File: src/rtl/imem_load_arb.sv
// imem_load_arb: arbitrates one instruction-memory port between CPU fetch
// and a byte-wide program loader. A load session holds the CPU stalled and
// is followed by a one-cycle flush pulse so the CPU restarts cleanly.
module imem_load_arb #(
  parameter int ADDRESS_WIDTH      = 32,
  parameter int ADDRESS_REAL_WIDTH = 12,
  parameter int DATA_WIDTH         = 8,
  parameter int DATA_OUT_WIDTH     = 32,
  parameter int IDLE_TIMEOUT       = 16
) (
  input  logic                          clk,
  input  logic                          rst,
  input  logic                          fetch_req,
  input  logic [ADDRESS_WIDTH-1:0]      fetch_addr,
  output logic                          fetch_gnt,
  output logic                          fetch_valid,
  output logic [DATA_OUT_WIDTH-1:0]     fetch_rdata,
  output logic                          fetch_err,
  input  logic                          ld_valid,
  input  logic [ADDRESS_WIDTH-1:0]      ld_addr,
  input  logic [DATA_WIDTH-1:0]         ld_data,
  input  logic                          ld_done,
  output logic                          ld_ready,
  output logic [ADDRESS_WIDTH-1:0]      mem_addr,
  output logic                          mem_we,
  output logic [DATA_WIDTH-1:0]         mem_wdata,
  input  logic [DATA_OUT_WIDTH-1:0]     mem_rdata,
  output logic                          cpu_stall,
  output logic                          cpu_flush,
  output logic [ADDRESS_REAL_WIDTH:0]   ld_count
);

  typedef enum logic [1:0] {
    IDLE    = 2'd0,
    LOADING = 2'd1,
    FLUSH   = 2'd2
  } state_e;

  localparam int IDLE_W = (IDLE_TIMEOUT > 1) ? $clog2(IDLE_TIMEOUT) : 1;
  localparam int CNT_W  = ADDRESS_REAL_WIDTH + 1;
  localparam logic [IDLE_W-1:0] IDLE_LAST = IDLE_W'(IDLE_TIMEOUT - 1);

  state_e                    state_q, state_d;
  logic                      lastGrant_q, lastGrant_d;
  logic [IDLE_W-1:0]         idleCnt_q, idleCnt_d;
  logic [CNT_W-1:0]          ldCount_q, ldCount_d;
  logic                      fetchValid_q;
  logic [DATA_OUT_WIDTH-1:0] fetchRdata_q;
  logic                      fetchErr_q;

  logic fetchGnt;
  logic ldGnt;
  logic inRange;

  // lastGrant_q = 1 means the loader was granted last, so fetch is favoured.
  assign inRange = ((ld_addr >> ADDRESS_REAL_WIDTH) == '0);

  // Grant decision: round-robin in IDLE, loader only in LOADING, none in FLUSH.
  always_comb begin
    fetchGnt = 1'b0;
    ldGnt    = 1'b0;
    if (!rst) begin
      case (state_q)
        IDLE: begin
          ldGnt    = ld_valid & (~fetch_req | ~lastGrant_q);
          fetchGnt = fetch_req & ~ldGnt;
        end
        LOADING: ldGnt = ld_valid;
        default: ;
      endcase
    end
  end

  // Next-state, idle timer, session byte counter and round-robin pointer.
  always_comb begin
    state_d     = state_q;
    lastGrant_d = lastGrant_q;
    idleCnt_d   = idleCnt_q;
    ldCount_d   = ldCount_q;
    if (ldGnt) begin
      lastGrant_d = 1'b1;
    end else if (fetchGnt) begin
      lastGrant_d = 1'b0;
    end
    case (state_q)
      IDLE: begin
        if (ldGnt) begin
          state_d   = LOADING;
          idleCnt_d = '0;
          ldCount_d = inRange ? CNT_W'(1) : '0;
        end
      end
      LOADING: begin
        if (ldGnt) begin
          idleCnt_d = '0;
          if (inRange && (ldCount_q != '1)) begin
            ldCount_d = ldCount_q + CNT_W'(1);
          end
        end else if (idleCnt_q != IDLE_LAST) begin
          idleCnt_d = idleCnt_q + IDLE_W'(1);
        end
        if (ld_done || (!ldGnt && (idleCnt_q == IDLE_LAST))) begin
          state_d = FLUSH;
        end
      end
      FLUSH:   state_d = IDLE;
      default: state_d = IDLE;
    endcase
  end

  // State and response registers; reset aborts any session without a flush.
  always_ff @(posedge clk) begin
    if (rst) begin
      state_q      <= IDLE;
      lastGrant_q  <= 1'b1;
      idleCnt_q    <= '0;
      ldCount_q    <= '0;
      fetchValid_q <= 1'b0;
      fetchRdata_q <= '0;
      fetchErr_q   <= 1'b0;
    end else begin
      state_q      <= state_d;
      lastGrant_q  <= lastGrant_d;
      idleCnt_q    <= idleCnt_d;
      ldCount_q    <= ldCount_d;
      fetchValid_q <= fetchGnt;
      if (fetchGnt) begin
        fetchRdata_q <= mem_rdata;
        if (fetch_addr[1:0] != 2'b00) begin
          fetchErr_q <= 1'b1;
        end
      end
    end
  end

  assign fetch_gnt   = fetchGnt;
  assign ld_ready    = ldGnt;
  assign mem_we      = ldGnt & inRange;
  assign mem_addr    = ldGnt ? ld_addr : (fetchGnt ? fetch_addr : '0);
  assign mem_wdata   = ldGnt ? ld_data : '0;
  assign fetch_valid = fetchValid_q;
  assign fetch_rdata = fetchRdata_q;
  assign fetch_err   = fetchErr_q;
  assign ld_count    = ldCount_q;
  assign cpu_flush   = ~rst & (state_q == FLUSH);
  assign cpu_stall   = ~rst & ((state_q != IDLE) | (fetch_req & ~fetchGnt));

endmodule
File: config.mk
export PLATFORM = sky130hd
export DESIGN_NAME = imem_load_arb
export DESIGN_NICKNAME = d
export VERILOG_FILES = /design/src/rtl/imem_load_arb.sv
export SDC_FILE = /design/constraint.sdc
export NUM_CORES = 1
export LEC_CHECK = 0
export ABC_AREA = 0
export BUFFER_PORTS_ARGS = -buffer_cell sky130_fd_sc_hd__buf_2
export CAP_MARGIN = 20
export CORE_ASPECT_RATIO = 1.75
export CORE_MARGIN = 2
export CORE_UTILIZATION = 44
export DETAILED_ROUTE_END_ITERATION = 10
export PLACE_DENSITY = 0.95
export SKIP_LAST_GASP = 1
export SLEW_MARGIN = 20
export SYNTH_ARGS = -nofsm -noshare
export SYNTH_HDL_FRONTEND = slang
export SYNTH_SLANG_ARGS = --single-unit
export TNS_END_PERCENT = 5
File: constraint.sdc
create_clock -name clk -period 5.35 [get_ports clk]
set_clock_uncertainty 0.1 [all_clocks]
set_input_delay 0.2675 -clock clk [delete_from_list [all_inputs] [get_ports clk]]
set_output_delay 0.2675 -clock clk [all_outputs]
set_load 0.03 [all_outputs]
==> reports/qor.tcl <==
set qor(clockBufferDepth) 2
set qor(vdd_drop_max_v) 0.000236
set qor(hold_start) {mem_rdata[29]}
set qor(global_route.overflow_total) 0
set qor(r2r-end) {ld_count[12]$_SDFFE_PP0P_}
set qor(ios) 201
set qor(timing.critical_path.max_delay_family) {simple AND/OR/NAND/NOR gates}
set qor(power.combinational.fraction) 0.259
set qor(ctsHoldBuffers) 0
set qor(slew_headroom) 0.405
set qor(timing.setup.critical_path_class) {flop to output pin}
set qor(die_outline_area_sq_mm) 0.00682
set qor(power.density_cell_area_mw_per_mm2) 268
set qor(first_global_vias) 3219
set qor(routed-via-count) 3323
set qor(minimum_clock_period_ns) 2.85
set qor(place.detailed.hpwl_mm) 7.17
set qor(postRouteAntennaNets) 0
set qor(ff_to_ff_path_depth) 5
set qor(clkPwrFrac) 0.323
set qor(drc_violations) 0
set qor(synth_simple_gate_area_share) 0.285
set qor(critPathSlowestCell) {sky130_fd_sc_hd__nor2_2}
set qor(worst_hold_path.num_cells) 3
set qor(final.setup.tns_ns) 0
set qor(post_synth_inst_count) 343
set qor(clock_insertion_delay_worst_skew_ns) 0.31
set qor(p_seq_frac) 0.418
set qor(regToRegStartpoint) {state_q[0]$_SDFFE_PP0P_}
set qor(post_synth.cell_area_avg_sq_um) 7.89
set qor(cts_inserted_buffers) 5
set qor(detail_route.first_pass.iterations) 5
set qor(cts_tree) {built}
set qor(worst_hold_path_type) {primary input to flop}
set qor(critical_path_required_ns) 4.98
set qor(synth_adder_area_share) 0.00925
set qor(cp_num_buf_inv) 3
set qor(cts_setup_buffers) 0
set qor(r2r_setup_slack_ns) 3.04
set qor(yosys_warnings) 0
set qor(timing.final.setup_violations) 0
set qor(drive_above_1_share) 0.426
set qor(ys_ff_latch) 54
set qor(synth.cells.most_frequent) {81 x sky130_fd_sc_hd__nand2_1, 54 x sky130_fd_sc_hd__dfxtp_1, 44 x sky130_fd_sc_hd__a21oi_1}
set qor(grt_util_all_layers) 0.272
set qor(chipHeight_microns) 108
set qor(setup.worst_path.start_class) {flop}
set qor(port_buffers) 200
set qor(synth.mux.area_fraction) 0.00370
set qor(clkSlewWorstSetupHoldPaths_ns) 0.10
set qor(synth_top_family_by_area) {simple AND/OR/NAND/NOR gates}
set qor(antenna-diode-count) 0
set qor(cts_root_buf) {sky130_fd_sc_hd__clkbuf_8}
set qor(layout_setup_ws_ns) 2.50
set qor(maximum_number_of_pins_on_one_net_before_global_route_repair) 51
set qor(min_to) {fetch_rdata[29]$_SDFFE_PP0N_}
set qor(cp_data_arrival_time_ns) 2.49
set qor(average_via_count_per_standard_cell) 5.47
set qor(cap_violations) 0
set qor(power.static_leakage_nw) 1.94
set qor(htree_num_levels) 2
set qor(floorplan.rows) 37
set qor(highest_net_fanout_along_the_worst_path) 34
set qor(yosys.area.top_type_share) 0.400
set qor(routed_wl_mm) 9.30
set qor(rsz0062_at_grt) {false}
set qor(initial_core_util) 0.457
set qor(place_ws_ns) 2.67
set qor(first_pass_grt_wire_length_mm) 15.1
set qor(dieWidth_microns) 63.3
set qor(power_report.internal_total_w) 0.000712
set qor(p_sw_frac) 0.313
set qor(fin_nets) 640
set qor(timing.fmax_mhz) 350
set qor(seq_area_frac_synth) 0.400
set qor(post-synth-top-count-cell) {sky130_fd_sc_hd__nand2_1}
set qor(core-area_sq_mm) 0.00593
set qor(list_of_cells_traversed_by_the_critical_path) {nor2_1, nand3_1, buf_4, nor2_2, buf_8, a22o_1, buf_2}
set qor(globalplace.congestion) 0.848
set qor(dominantRegCellSynth) {sky130_fd_sc_hd__dfxtp_1}
set qor(synth_area_leaders) {sky130_fd_sc_hd__dfxtp_1 40%, sky130_fd_sc_hd__nand2_1 11%, sky130_fd_sc_hd__a22o_1 10%}
set qor(synth.lib_cells_used.distinct) 44
set qor(timing_worst_slew_pin_value_ns) 0.893
set qor(timing.final.hold_violations) 0
set qor(status) {finished clean}
set qor(grt_antenna_before_repair) 0
set qor(switchingPower_w) 0.000324
set qor(end_kind) {output pin}
set qor(routed_wire_length_per_instance_microns) 15.3
set qor(synth_nets) 454
set qor(initialDrtViolationCount) 299
set qor(timing.critical_path.slowest_cell_delay_ns) 0.52
set qor(post_cts_resized) 0
set qor(areaGrowthSynthToFinish_pct) 42.8
set qor(cts_sinks) 54
set qor(synth_area_sq_mm) 0.00271
set qor(synth_compound_area_frac) 0.255
set qor(synthXorXnorAreaFrac) 0
set qor(number_of_synthesized_flops_with_an_enable_pin) 0
set qor(yosysTopAreaCell) {sky130_fd_sc_hd__dfxtp_1}
set qor(timing.final.max_slew_violations) 0
set qor(postSynth.asyncResetShare) 0
set qor(timing.final.crit_share) 0.534
==> power by group through the flow <==
stage	clock network, W	logic (W)	registers, W
after floorplan	0	0.000132	0.000476
after global placement	0	0.000261	0.000441
after detailed placement	0	0.000267	0.000442
after CTS	0.000341	0.000269	0.000433
after global routing	0.000350	0.000288	0.000436
final	0.000335	0.000269	0.000433
==> cell type report <==
cell class | count | area [sq um]
fillers | 488 | 2060
multi-input cells | 261 | 1500
flip-flops and latches | 54 | 1080
repair buffers | 202 | 1020
well taps | 78 | 97.6
clock buffers | 6 | 82.6
clock inverters | 2 | 60.1
inverters | 5 | 18.8
==> worst max path at each step <==
stage	startpoint	end	slack (ns)	depth (start not counted)
after global routing	state_q[0]$_SDFFE_PP0P_	mem_addr[21]	2.28	7
after floorplan	state_q[0]$_SDFFE_PP0P_	mem_addr[22]	3.03	6
after detailed placement	rst	ld_count[12]$_SDFFE_PP0P_	2.67	7
after CTS	state_q[0]$_SDFFE_PP0P_	mem_addr[19]	2.52	7
final	state_q[0]$_SDFFE_PP0P_	mem_addr[21]	2.50	7
after global placement	state_q[0]$_SDFFE_PP0P_	mem_addr[0]	2.59	6
==> worst min-delay path: stages <==
cell and delay (ns):
sky130_fd_sc_hd__buf_2 0.09, sky130_fd_sc_hd__nand2_1 0.04, sky130_fd_sc_hd__a21oi_1 0.05
==> placed cells by master, fill, tap and decap left out, types with 3 or more instances in the layout <==
master                     netlist  routed
sky130_fd_sc_hd__nor4_1          4       4
sky130_fd_sc_hd__a21oi_1        44      44
sky130_fd_sc_hd__or4_1           6       6
sky130_fd_sc_hd__nand2_1        81      81
sky130_fd_sc_hd__and2_1         10      10
sky130_fd_sc_hd__o21ai_1         3       3
sky130_fd_sc_hd__nand3b_1        3       3
sky130_fd_sc_hd__o21ai_0         3       3
sky130_fd_sc_hd__clkbuf_8        0       6
sky130_fd_sc_hd__nor3_1          3       3
sky130_fd_sc_hd__buf_2           0     200
sky130_fd_sc_hd__dfxtp_1        54      54
sky130_fd_sc_hd__nand3_1        17      17
sky130_fd_sc_hd__inv_1           4       4
sky130_fd_sc_hd__nor4_2          4       4
sky130_fd_sc_hd__nor2_1         13      12
sky130_fd_sc_hd__and3_1          5       4
sky130_fd_sc_hd__a22o_1         32      32
sky130_fd_sc_hd__o211ai_1        7       7
==> flip-flops by register name, summed over array words and instances, names as in the netlist <==
register     count
fetch_err        1
fetch_rdata     32
fetch_valid      1
idleCnt_q        4
lastGrant_q      1
ld_count        13
state_q          2
==> per-stage QoR <==
step                       util  power (W)  cell area, sq um  std cells  hold WS [ns]
after detailed placement  0.628   0.000709              3720        600         0.345
after global placement    0.625   0.000702              3700        599         0.336
after global routing      0.652    0.00107              3860        608        0.0761
after CTS                 0.652    0.00104              3860        608        0.0772
after floorplan               -   0.000608              2710        343         0.296
final                     0.652    0.00104              3860        608        0.0844
==> cells by family (layout without fill, tap and decap cells) <==
kind of cell / after synthesis / after routing
buffers and inverters: 28 / 215
and+or+nand+nor: 157 / 157
AOI/OAI and AO/OA: 101 / 101
DFF: 54 / 54
adders and majority gates: 2 / 2
muxes: 1 / 1
==> metal layers <==
metal | part of all wire | track usage | vias up
li1 | - | - | 1604
met1 | 0.37 | 0.304 | 1522
met5 | 0 | 0 | -
met3 | 0.092 | 0.0837 | 10
met4 | 0.011 | 0.0637 | 0
met2 | 0.52 | 0.499 | 187
(Power assumes the default switching activity.)
